### config.mk
export PLATFORM = sky130hd
export DESIGN_NAME = dp_ff_array_flat
export DESIGN_NICKNAME = d
export VERILOG_FILES = /design/src/rtl/dp_ff_array_if.sv /design/src/rtl/dp_ff_array.sv /design/src/flat_wrapper.sv
export SDC_FILE = /design/constraint.sdc
export NUM_CORES = 1
export LEC_CHECK = 0
export BUFFER_PORTS_ARGS = -buffer_cell sky130_fd_sc_hd__clkbuf_2
export CORE_MARGIN = 2
export CORE_UTILIZATION = 30
export CTS_CLUSTER_SIZE = 30
export DETAILED_ROUTE_END_ITERATION = 12
export GPL_TIMING_DRIVEN = 1
export SLEW_MARGIN = 15
export SYNTH_ARGS = -nofsm -noshare
export SYNTH_HDL_FRONTEND = slang
export SYNTH_SLANG_ARGS = --single-unit
### constraint.sdc
create_clock -name clk0 -period 20.4 [get_ports clk0]
set_input_delay 1.02 -clock clk0 [delete_from_list [all_inputs] [get_ports clk0]]
set_output_delay 1.02 -clock clk0 [all_outputs]
set_load 0.05 [all_outputs]
### src/rtl/dp_ff_array_if.sv
// Port-0 read/write, port-1 read-only and clear-sweep signals of the flip-flop storage array.
// master drives requests (controller or bench); slave is the array itself.
interface dp_ff_array_if #(
  parameter int S_INDEX = 4,
  parameter int WIDTH   = 32,
  parameter int GRAN    = 8
);
  localparam int NMASK = WIDTH / GRAN;

  logic               csb0;
  logic               web0;
  logic [NMASK-1:0]   wmask0;
  logic [S_INDEX-1:0] addr0;
  logic [WIDTH-1:0]   din0;
  logic [WIDTH-1:0]   dout0;
  logic               csb1;
  logic [S_INDEX-1:0] addr1;
  logic [WIDTH-1:0]   dout1;
  logic               clr;
  logic               busy;

  modport master (
    output csb0, web0, wmask0, addr0, din0, csb1, addr1, clr,
    input  dout0, dout1, busy
  );

  modport slave (
    input  csb0, web0, wmask0, addr0, din0, csb1, addr1, clr,
    output dout0, dout1, busy
  );
endinterface

### src/rtl/dp_ff_array.sv
// Flip-flop set array: one masked read/write port, one read port, sequenced clear sweep.
// Optional FF_ARRAY_BYPASS_EN forwards the pending port-0 write onto both read ports.
//
// state | meaning
// IDLE  | capture port requests, commit pending writes
// CLEAR | zero one set per cycle, requests ignored, busy=1
module dp_ff_array #(
  parameter int S_INDEX = 4,
  parameter int WIDTH   = 32,
  parameter int GRAN    = 8
) (
  input  logic           clk0,
  input  logic           rst0,
  dp_ff_array_if.slave   bus
);

  localparam int NUM_SETS = 2 ** S_INDEX;
  localparam int NMASK    = WIDTH / GRAN;

  typedef enum logic {IDLE, CLEAR} state_t;

  state_t             state;
  logic               busy_q;
  logic [S_INDEX-1:0] cnt;

  logic               web0_reg;
  logic [S_INDEX-1:0] addr0_reg;
  logic [S_INDEX-1:0] addr1_reg;
  logic [NMASK-1:0]   wmask0_reg;
  logic [WIDTH-1:0]   din0_reg;

  logic [WIDTH-1:0]   mem [NUM_SETS];

  logic [WIDTH-1:0]   bit_mask;
  logic [WIDTH-1:0]   wr_merged;

  always_comb begin
    bit_mask = '0;
    for (int k = 0; k < NMASK; k++) begin
      bit_mask[k*GRAN +: GRAN] = {GRAN{wmask0_reg[k]}};
    end
    wr_merged = (mem[addr0_reg] & ~bit_mask) | (din0_reg & bit_mask);
  end

  // Commit of a captured write happens in every state; CLEAR keeps web0_reg high,
  // so commit and sweep never target the array on the same edge.
  always_ff @(posedge clk0 or posedge rst0) begin
    if (rst0) begin
      state      <= IDLE;
      busy_q     <= 1'b0;
      cnt        <= '0;
      web0_reg   <= 1'b1;
      addr0_reg  <= '0;
      addr1_reg  <= '0;
      wmask0_reg <= '0;
      din0_reg   <= '0;
      for (int i = 0; i < NUM_SETS; i++) begin
        mem[i] <= '0;
      end
    end else begin
      if (!web0_reg) begin
        mem[addr0_reg] <= wr_merged;
      end

      case (state)
        IDLE: begin
          if (bus.clr) begin
            state    <= CLEAR;
            busy_q   <= 1'b1;
            cnt      <= '0;
            web0_reg <= 1'b1;
          end else begin
            if (!bus.csb0) begin
              web0_reg   <= bus.web0;
              addr0_reg  <= bus.addr0;
              wmask0_reg <= bus.wmask0;
              din0_reg   <= bus.din0;
            end else begin
              web0_reg <= 1'b1;
            end
            if (!bus.csb1) begin
              addr1_reg <= bus.addr1;
            end
          end
        end

        CLEAR: begin
          web0_reg <= 1'b1;
          mem[cnt] <= '0;
          cnt      <= cnt + 1'b1;
          if (cnt == S_INDEX'(NUM_SETS - 1)) begin
            state  <= IDLE;
            busy_q <= 1'b0;
          end
        end

        default: begin
          state  <= IDLE;
          busy_q <= 1'b0;
        end
      endcase
    end
  end

  always_comb begin
    bus.dout0 = mem[addr0_reg];
    bus.dout1 = mem[addr1_reg];
`ifdef FF_ARRAY_BYPASS_EN
    if (!web0_reg) begin
      bus.dout0 = wr_merged;
      if (addr1_reg == addr0_reg) begin
        bus.dout1 = wr_merged;
      end
    end
`endif
  end

  assign bus.busy = busy_q;

endmodule

### src/flat_wrapper.sv
// flat-port wrapper written by rule: the top's interface ports become plain ports
module dp_ff_array_flat 
#(
  parameter int S_INDEX = 4,
  parameter int WIDTH   = 32,
  parameter int GRAN    = 8
)
  (clk0, rst0, bus_csb0, bus_web0, bus_wmask0, bus_addr0, bus_din0, bus_csb1, bus_addr1, bus_clr, bus_dout0, bus_dout1, bus_busy);
  dp_ff_array_if #(.S_INDEX(S_INDEX), .WIDTH(WIDTH), .GRAN(GRAN)) bus_i ();
  input  logic clk0;
  input  logic rst0;
  input wire logic [$bits(bus_i.csb0)-1:0] bus_csb0;
  input wire logic [$bits(bus_i.web0)-1:0] bus_web0;
  input wire logic [$bits(bus_i.wmask0)-1:0] bus_wmask0;
  input wire logic [$bits(bus_i.addr0)-1:0] bus_addr0;
  input wire logic [$bits(bus_i.din0)-1:0] bus_din0;
  input wire logic [$bits(bus_i.csb1)-1:0] bus_csb1;
  input wire logic [$bits(bus_i.addr1)-1:0] bus_addr1;
  input wire logic [$bits(bus_i.clr)-1:0] bus_clr;
  output wire logic [$bits(bus_i.dout0)-1:0] bus_dout0;
  output wire logic [$bits(bus_i.dout1)-1:0] bus_dout1;
  output wire logic [$bits(bus_i.busy)-1:0] bus_busy;
  assign bus_i.csb0 = bus_csb0;
  assign bus_i.web0 = bus_web0;
  assign bus_i.wmask0 = bus_wmask0;
  assign bus_i.addr0 = bus_addr0;
  assign bus_i.din0 = bus_din0;
  assign bus_i.csb1 = bus_csb1;
  assign bus_i.addr1 = bus_addr1;
  assign bus_i.clr = bus_clr;
  assign bus_dout0 = bus_i.dout0;
  assign bus_dout1 = bus_i.dout1;
  assign bus_busy = bus_i.busy;
  dp_ff_array #(.S_INDEX(S_INDEX), .WIDTH(WIDTH), .GRAN(GRAN)) u_core (.clk0(clk0), .rst0(rst0), .bus(bus_i));
endmodule
==> impl_metrics.py, run 1 <==
metrics = {
    "cells_and_area": {
        "largest_reg_flops": 512,
        "nets": 2714,
        "drive_above_1_share_pct": 21.4,
        "final_util_pct": 33.6,
        "fill_cells": 10300,
        "diodes": 0,
        "area.growth.synth_to_final_pct": 11.3,
    },
    "detailed_routing": {
        "wl_mm": 113,
        "antenna_left": 0,
        "wl_per_cell_um": 27.9,
        "drc": 0,
        "drtPass1Iterations": 6,
        "drtIter0Drc": 3113,
        "via_count": 24700,
        "vias_per_cell": 6.06,
    },
    "clocking": {
        "cts-hold-fix-buffers": 0,
        "cts-root-buf": "clkbuf_16",
        "clock-sinks": 563,
        "cts_max_path_buffers": 3,
        "clkTransAtPathRegs_ns": 0.05,
        "post_cts_buffers": 0,
        "cts_buffers": 66,
        "cts-resized-gates": 0,
        "htree_levels": 3,
        "clk_latency_ns": 0.61,
        "cts_tree": "yes",
    },
    "global_route": {
        "grt_pass1_vias": 23800,
        "top_usage_layer": "met2",
        "track_usage_pct": 21.4,
        "gr-total-overflow": 0,
        "grt_first_pass_wirelength_mm": 167,
        "antenna_found_initial": 2,
        "grt_use_met1_pct": 29.9,
        "globalRouteMet2Util_pct": 33.7,
        "grt_max_degree": 157,
        "grt_use_met3_pct": 3.36,
    },
    "logic_synthesis": {
        "synth_commonest_cells": "dfrtp_1 (562), o21ai_0 (423), a31oi_1 (256), mux2i_1 (256), a21oi_1 (193)",
        "syn_nets": 2781,
        "yosys.area_share.adder_pct": 0.163,
        "synth_cell_types": 45,
        "synth_most_common_cell": "dfrtp_1",
        "ys_seq_area_share_pct": 46.0,
        "ys_top_cells_by_area": "dfrtp_1 (46%), mux4_2 (12%), mux2i_1 (8.4%)",
        "synth_top_family_by_area": "compound AO/OA/AOI/OAI gates",
        "netlist_area_um2": 30600,
        "synthSimpleGateAreaFrac_pct": 4.47,
        "synth_compound_area_share_pct": 22.7,
        "avgSynthCellArea_um2": 11.2,
        "synth.top_cell.area_share_pct": 45.9,
        "ys_seq_elements": 563,
        "synth-xor-area-share_pct": 0,
        "syn_inst": 2727,
        "yosysTopAreaCell": "dfrtp_1",
        "async_reset_ff_share_pct": 100,
        "ys.flop_type": "dfrtp_1",
        "synth.area.mux_share_pct": 21.7,
        "synth-edff-count": 0,
        "ys_warn_count": 0,
    },
    "worst_setup_path": {
        "crit_path_frequent_cell": "buf_4",
        "required_ns": 19.38,
        "crit_type": "flip-flop to output pin",
        "cp_slowest_cell": "dfrtp_4",
        "critPathMaxFanout": 56,
        "cp-end-kind": "output pin",
        "crit_chain": "buf_4 -> buf_4 -> mux2i_1 -> a22oi_1 -> nand2_1 -> o21ai_0 -> clkbuf_2",
        "critPathLaunchType": "flip-flop",
        "worstPathArrival_ns": 4.78,
        "slowest_delay_ns": 0.97,
        "r2r_slack_ns": 16.12,
    },
    "timing": {
        "layout_min_cycle_time_ns": 5.80,
        "final-max-slew-violation-count": 0,
        "slew_headroom_pct": 18.5,
        "fmax_mhz": 173,
        "finalSetupTns_ns": 0,
        "rsz0062_at_grt": "no",
        "final-setup-viol-count": 0,
        "worst_pin_slew_ns": 1.22,
        "finalHoldViolations": 0,
        "finClkSkew_ns": 0.0272,
        "post-route-period-util_pct": 28.4,
    },
    "min_path": {
        "min_path_type": "flip-flop to flip-flop",
    },
    "die": {
        "num_rows": 117,
        "die_h_um": 324,
        "start_util_pct": 30.2,
        "die_w_um": 324,
        "die_area_um2": 105000,
        "ioPinCount": 115,
        "coreArea_um2": 102000,
    },
    "place": {
        "gp_congestion": 0.803,
        "io_buffers": 114,
        "post-dp-hpwl_mm": 60.7,
    },
    "power": {
        "power_density_nw_per_um2": 145,
        "ir_drop_mv": 0.131,
        "total_leakage_power_nw": 14.2,
    },
    "job": {
        "cap_violations": 0,
    },
    "status": {
        "outcome": "complete, no violations",
    },
}
## path summary, 6_finish.rpt
kind | from | to | depth (start not counted)
max | u_core.addr0_reg[0] | bus_dout0[10] | 7
min | u_core.bus.busy | u_core.bus.busy | 1
max reg2reg | u_core.addr0_reg[0] | u_core.mem[401] | 6
min reg2reg | u_core.bus.busy | u_core.bus.busy | 1
max in group asynchronous | rst0 | u_core.mem[499] | 4
min in group asynchronous | rst0 | u_core.mem[385] | 2
## per-layer routing
metal / vias to the layer above / routed length [µm]
met1: 12600 / 47400
li1: 10400 / -
met3: 258 / 9670
met2: 1338 / 52500
met4: 2 / 3870
met5: - / 13
## logic make-up after synthesis
kind of cell / count (synthesis)
and+or+nand+nor: 241
buffers and inverters: 304
AOI/OAI and AO/OA: 1155
muxes: 460
adders and majority gates: 4
DFF: 563
## cell type report
cell class                 count  area, µm²  area share [%]
sequential                   563      14100            41.4
tap                         1368       1710            5.02
clock buffer                  98       1990            5.83
timing repair buffer         165        991            2.91
multi-input combinational   1860      15100            44.4
clock inverter                14        138           0.404
inverter                       4       22.5          0.0661
## through the flow
step | cell area, µm² | setup slack, ns | std cells | power (mW) | hold WS, ns
2_1_floorplan | 30600 | 3.64 | 2727 | 3.07 | 0.473
4_1_cts | 34100 | 14.51 | 4072 | 4.94 | 0.500
6_report | 34100 | 14.60 | 4072 | 4.95 | 0.494
5_1_grt | 34100 | 14.38 | 4072 | 5.13 | 0.522
3_3_place_gp | 32000 | 15.23 | 3960 | 3.74 | 0.487
3_5_place_dp | 32000 | 15.15 | 3960 | 3.75 | 0.488
## power by group
| group | total (mW) | internal (mW) | switching [mW] |
|---|---|---|---|
| Combinational | 2.27 | 0.663 | 1.61 |
| Clock | 1.19 | 0.698 | 0.487 |
| Sequential | 1.49 | 1.24 | 0.250 |
| Total | 4.95 | 2.60 | 2.34 |
## critical path: cells and delay by family (launching register included)
family	cells	cell delay, ns
multiplexers	1	0.16
AND/OR/NAND/NOR	1	0.08
AO/OA/AOI/OAI	2	0.78
flip-flops	1	0.97
buffers and inverters	3	2.09
## cells in the final DEF, fill, tap and decap left out, types with 3 or more instances in the layout
master	instances
dfrtp_1	556
o21ai_0	423
mux2i_1	256
a31oi_1	256
a21oi_1	193
mux4_2	160
a22oi_1	124
clkbuf_2	114
clkbuf_16	70
nor2_1	66
a211oi_1	64
o21ai_1	58
buf_4	48
mux2_2	44
nand2_1	42
nand3_1	37
nand3_2	35
a32oi_2	28
nor2_4	15
clkbuf_1	15
clkbuf_8	13
clkinv_2	10
nand2_2	9
dfrtp_4	5
nor3_4	4
and2_1	4
a41oi_2	4
nand2b_1	4
nor2b_1	4
ha_1	4
inv_1	3
nor2_2	3
nor2b_2	3
buf_12	3
Power figures use the tool's default switching activity.
==> inputs of run 2 (changes only) <==
clock period = 5.65 ns   (was 20.4 ns; I/O delays follow)
==> run 2 against run 1 <==
Against the previous run:
- via count grew 1.3%
- worst setup slack worse by 13 ns
- power grew to 3.6 times the previous value
- critical path depth down 1
- first-iteration DRC count fell by 4.1%
- cell count up 1.5%
- wire length down 0.90%
- utilization grew 0.72 points
- critical endpoint is now bus_dout0[31]
- largest cell class unchanged
==> impl_metrics.py, run 2 (same netlist as run 1, synthesis figures left out) <==
metrics = {
    "status": {
        "outcome": "complete, no violations",
    },
    "timing": {
        "fin_hold_ws_ns": 0.0866,
        "worst_pin_slew_ns": 1.20,
        "final-max-slew-violation-count": 0,
        "post-route-period-util_pct": 75.9,
        "slew_headroom_pct": 19.5,
        "final-setup-viol-count": 0,
        "rsz0062_at_grt": "no",
        "finalHoldViolations": 0,
        "finClkSkew_ns": 0.0271,
        "fmax_mhz": 233,
        "fin_ws_ns": 1.36,
        "layout_min_cycle_time_ns": 4.29,
        "finalSetupTns_ns": 0,
    },
    "power": {
        "total_leakage_power_nw": 14.5,
        "power_density_nw_per_um2": 518,
        "ir_drop_mv": 0.316,
    },
    "clocking": {
        "cts_max_path_buffers": 3,
        "clock-sinks": 563,
        "cts_tree": "yes",
        "cts-root-buf": "clkbuf_16",
        "cts_buffers": 60,
        "clk_latency_ns": 0.65,
        "post_cts_buffers": 0,
        "clkTransAtPathRegs_ns": 0.07,
        "htree_levels": 2,
    },
    "place": {
        "post-dp-hpwl_mm": 62.0,
        "placedCellCount": 3973,
        "io_buffers": 114,
        "gp_congestion": 0.817,
        "dpl_worst_slack_ns": 2.07,
    },
    "global_route": {
        "track_usage_pct": 21.2,
        "gr-total-overflow": 0,
        "grt_first_pass_wirelength_mm": 166,
        "grt_max_degree": 178,
        "antenna_found_initial": 2,
        "grt_pass1_vias": 23900,
    },
    "cells_and_area": {
        "largest_reg_flops": 512,
        "area.growth.synth_to_final_pct": 13.7,
        "mostFrequentLayoutCell": "dfrtp_1",
        "final_cell_mix": "dfrtp_1 (556), o21ai_0 (423), mux2i_1 (256), a31oi_1 (256), a21oi_1 (193)",
        "final_util_pct": 34.3,
        "drive_above_1_share_pct": 21.5,
        "nets": 2770,
        "fin_cells": 4133,
    },
    "detailed_routing": {
        "drtIter0Drc": 2984,
        "wl_per_cell_um": 27.2,
        "vias_per_cell": 6.05,
        "drtPass1Iterations": 5,
        "antenna_left": 0,
        "wl_mm": 112,
        "via_count": 25000,
        "drc": 0,
    },
    "worst_setup_path": {
        "critPathMaxFanout": 37,
        "r2r-start": "u_core.addr0_reg[1]",
        "required_ns": 5.37,
        "crit_chain": "nor2_4 -> buf_4 -> a22oi_1 -> nand3_1 -> o21ai_0 -> clkbuf_2",
        "rr_endpoint": "u_core.mem[75]",
        "slowest_delay_ns": 0.96,
        "cp_slowest_cell": "nor2_4",
        "worstPathArrival_ns": 4.01,
        "r2r_slack_ns": 1.95,
        "rr_worst_depth": 5,
        "cp_top_family": "simple AND/OR/NAND/NOR gates",
        "cp.depth": 6,
        "critPathLaunchType": "flip-flop",
        "cp-end-kind": "output pin",
        "critical_path_buf_inv_count": 2,
        "crit_type": "flip-flop to output pin",
        "critPathLaunch": "u_core.addr0_reg[1]",
    },
    "min_path": {
        "min_from": "bus_csb1",
        "min_to": "u_core.addr1_reg[1]",
        "min_delay_path_depth": 3,
        "min_path_type": "primary input to flip-flop",
    },
    "die": {
        "num_rows": 117,
        "start_util_pct": 30.2,
        "die_area_um2": 105000,
        "coreArea_um2": 102000,
        "die_w_um": 324,
        "die_h_um": 324,
        "ioPinCount": 115,
    },
    "job": {
        "cap_violations": 0,
    },
}
[run 2: cell count changes in the layout (fill, tap and decap cells not counted), moves of 6 or more]
cell           delta
dlygate4sd3_1    +47
bufinv_16         +8
buf_12            +6
buf_4             +6
clkbuf_1          -6
clkbuf_16         -8
[run 2: layout make-up]
class	instances	area [µm²]
antenna	2	5.00
clock buffer	82	1740
clock inverter	27	407
fill	10100	66800
inverter	4	18.8
multi-input combinational	1860	15100
sequential	563	14100
tap	1368	1710
timing repair buffer	227	1710
[run 2: worst max-delay path by stage]
stage / end / slack, ns
2_1_floorplan: u_core.addr0_reg[0] / -2.30
3_3_place_gp: u_core.mem[297] / 2.15
3_5_place_dp: u_core.mem[75] / 2.07
4_1_cts: bus_dout0[6] / 1.43
5_1_grt: bus_dout0[6] / 1.33
6_report: bus_dout0[31] / 1.36
[run 2: power by group]
part / total, mW / switching [mW] / leakage, nW / internal [mW]
combinational: 8.31 / 5.85 / 5.72 / 2.46
sequential: 5.37 / 0.875 / 7.75 / 4.49
clock: 4.34 / 1.75 / 1.06 / 2.59
total: 18.0 / 8.47 / 14.5 / 9.55
[run 2: what timing repair did]
action	4_1_cts	5_1_grt
resized for setup	0	0
endpoints found under the hold margin	55	0
hold buffers	47	0
[run 2: per-stage QoR]
step,area (µm²),power [mW]
after global placement,32100,13.6
final,34800,18.0
after detailed placement,32100,13.6
after CTS,34800,18.0
after floorplan,30600,11.1
after global routing,34800,18.7
[run 2: layer usage]
metal / vias up / global-route usage (%) / share of wire, %
met3: 319 / 3.37 / 8.3
met1: 12700 / 29.3 / 42
met5: - / 0 / 0.012
met2: 1394 / 32.7 / 45
met4: 2 / 9.44 / 4.7
li1: 10600 / - / -
[run 2: worst register-to-register path, delay by kind of cell (launching register included)]
kind / cells / cell delay, ns
AOI/OAI and AO/OA: 3 / 1.24
and+or+nand+nor: 1 / 0.96
buffers and inverters: 1 / 0.72
DFF: 1 / 0.62
==> inputs of run 3 (changes only) <==
clock period = 4 ns   (was 5.65 ns; I/O delays follow)
==> run 3 against run 2 <==
Against the previous run:
- first-iteration DRC count fell by 10%
- die area stayed put
- critical path depth stayed put
- wire length up 1.3%
- register-to-register slack got worse by 1.1 ns
- combinational power rose by 48%
- worst setup slack got worse by 1.1 ns
- critical path type unchanged
- largest cell class unchanged
- largest power group unchanged
==> impl_metrics.py, run 3 (same netlist as run 1, synthesis figures left out) <==
metrics = {
    "timing": {
        "layout_min_cycle_time_ns": 3.76,
        "slew_headroom_pct": 16.5,
        "finalHoldViolations": 0,
        "finClkSkew_ns": 0.0254,
        "rsz0062_at_grt": "no",
        "final-setup-viol-count": 0,
        "post-route-period-util_pct": 94.1,
        "fin_ws_ns": 0.236,
        "worst_pin_slew_ns": 1.25,
        "finalSetupTns_ns": 0,
        "final-max-slew-violation-count": 0,
        "fmax_mhz": 266,
    },
    "place": {
        "gp_congestion": 0.819,
        "dpl_worst_slack_ns": 0.952,
        "post-dp-hpwl_mm": 66.8,
        "io_buffers": 114,
    },
    "min_path": {
        "min_path_type": "primary input to flip-flop",
    },
    "power": {
        "ir_drop_mv": 0.482,
        "power_density_nw_per_um2": 728,
        "total_leakage_power_nw": 14.8,
        "seq_power_share_pct": 29.3,
        "pwr-share-comb_pct": 47.9,
        "switching_share_pct": 46.9,
        "p_int_mw": 13.6,
        "p_sw_mw": 12.0,
        "clockPowerShare_pct": 22.8,
    },
    "worst_setup_path": {
        "rr_worst_depth": 6,
        "critPathMaxFanout": 48,
        "worstPathArrival_ns": 3.56,
        "rr_endpoint": "u_core.mem[392]",
        "required_ns": 3.80,
        "r2r_slack_ns": 0.87,
        "r2r-start": "u_core.addr0_reg[0]",
        "slowest_delay_ns": 1.08,
        "cp-end-kind": "output pin",
        "critPathLaunch": "u_core.addr0_reg[0]",
        "crit_type": "flip-flop to output pin",
        "cp_slowest_cell": "dfrtp_4",
        "critPathLaunchType": "flip-flop",
        "crit_path_end": "bus_dout0[23]",
        "crit_chain": "buf_12 -> mux2i_1 -> a22oi_1 -> nand2_1 -> o21ai_0 -> clkbuf_2",
    },
    "clocking": {
        "cts-root-buf": "clkbuf_16",
        "post_cts_buffers": 0,
        "htree_levels": 2,
        "cts-resized-gates": 0,
        "clk_latency_ns": 0.64,
        "cts_max_path_buffers": 3,
        "cts-hold-fix-buffers": 49,
        "cts_buffers": 59,
        "cts_tree": "yes",
        "clkTransAtPathRegs_ns": 0.06,
        "clock-sinks": 563,
    },
    "die": {
        "start_util_pct": 30.2,
        "coreArea_um2": 102000,
        "num_rows": 117,
        "die_area_um2": 105000,
        "die_h_um": 324,
        "die_w_um": 324,
        "ioPinCount": 115,
    },
    "job": {
        "cap_violations": 0,
    },
    "detailed_routing": {
        "vias_per_cell": 6.00,
        "drc": 0,
        "wl_mm": 114,
        "drtIter0Drc": 2683,
        "drtPass1Iterations": 6,
        "via_count": 25000,
        "antenna_left": 0,
        "wl_per_cell_um": 27.3,
    },
    "cells_and_area": {
        "multiInputGateArea_um2": 15100,
        "area.growth.synth_to_final_pct": 14.9,
        "fill_cells": 10200,
        "largest_reg_flops": 512,
        "mostFrequentLayoutCell": "dfrtp_1",
        "drive_above_1_share_pct": 22.6,
        "seq_area_um2": 14100,
        "final_cell_mix": "dfrtp_1 (556), o21ai_0 (423), mux2i_1 (256), a31oi_1 (256), a21oi_1 (193)",
        "diodes": 0,
        "nets": 2813,
    },
    "global_route": {
        "grt_max_degree": 152,
        "antenna_found_initial": 1,
        "track_usage_pct": 21.5,
        "grt_first_pass_wirelength_mm": 168,
        "grt_pass1_vias": 24500,
        "gr-total-overflow": 0,
    },
    "status": {
        "outcome": "complete, no violations",
    },
}
[run 3: changes by cell type in the layout (fill, tap and decap cells not counted), sizes merged]
cell / before / now
dlygate4sd3: 47 / 49
clkbuf: 196 / 199
bufinv: 10 / 6
diode: 2 / 0
buf: 66 / 108
[run 3: worst max-delay path, delay by kind of cell, from the launching register on]
kind	cells	cell delay (ns)
flops	1	1.08
compound gates	2	0.87
buf+inv	2	0.70
mux	1	0.11
simple gates	1	0.11
[run 3: per-stage QoR]
step                cell area [µm²]  total power [mW]  utilization [%]  std cells  hold WS [ns]
CTS                           35200              25.6             34.7       4174      0.000824
global route                  35200              26.6             34.7       4174        0.0323
global placement              32700              19.6             32.2       4017         0.367
floorplan                     30600              15.7                -       2727         0.286
finish                        35200              25.7             34.7       4174        0.0184
detailed placement            32700              19.7             32.2       4017         0.358
[run 3: area by class of cell]
type | count | share of cell area (%)
multi-input cells | 1860 | 42.9
well taps | 1368 | 4.86
clock buffers | 85 | 5.02
flip-flops and latches | 563 | 40.1
clock inverters | 23 | 0.792
inverters | 4 | 0.0533
repair buffers | 271 | 6.27
[run 3: worst min path at each step]
| stage | from | end | slack, ns | cells past startpoint |
|---|---|---|---|---|
| finish | bus_csb1 | u_core.addr1_reg[3] | 0.02 | 3 |
| global placement | rst0 | u_core.din0_reg[0] | 0.37 | 2 |
| CTS | bus_csb1 | u_core.addr1_reg[3] | 0.0008 | 3 |
| detailed placement | rst0 | u_core.mem[231] | 0.36 | 2 |
| floorplan | bus_clr | u_core.cnt[1] | 0.29 | 1 |
| global route | bus_csb1 | u_core.addr1_reg[2] | 0.03 | 3 |
[run 3: power groups by stage]
stage | clock (mW) | combinational (mW) | sequential (mW)
floorplan | 0 | 8.89 | 6.77
finish | 5.85 | 12.3 | 7.51
global route | 6.15 | 12.9 | 7.59
detailed placement | 0 | 12.1 | 7.58
CTS | 5.92 | 12.2 | 7.49
global placement | 0 | 12.0 | 7.57
[run 3: per-layer routing]
metal / part of all wire, % / track usage, % / vias to the layer above
met4: 4.5 / 9.13 / 0
met3: 7.7 / 3.32 / 269
li1: - / - / 10700
met1: 41 / 28.8 / 12800
met2: 47 / 34.6 / 1322
met5: 0 / 0 / -
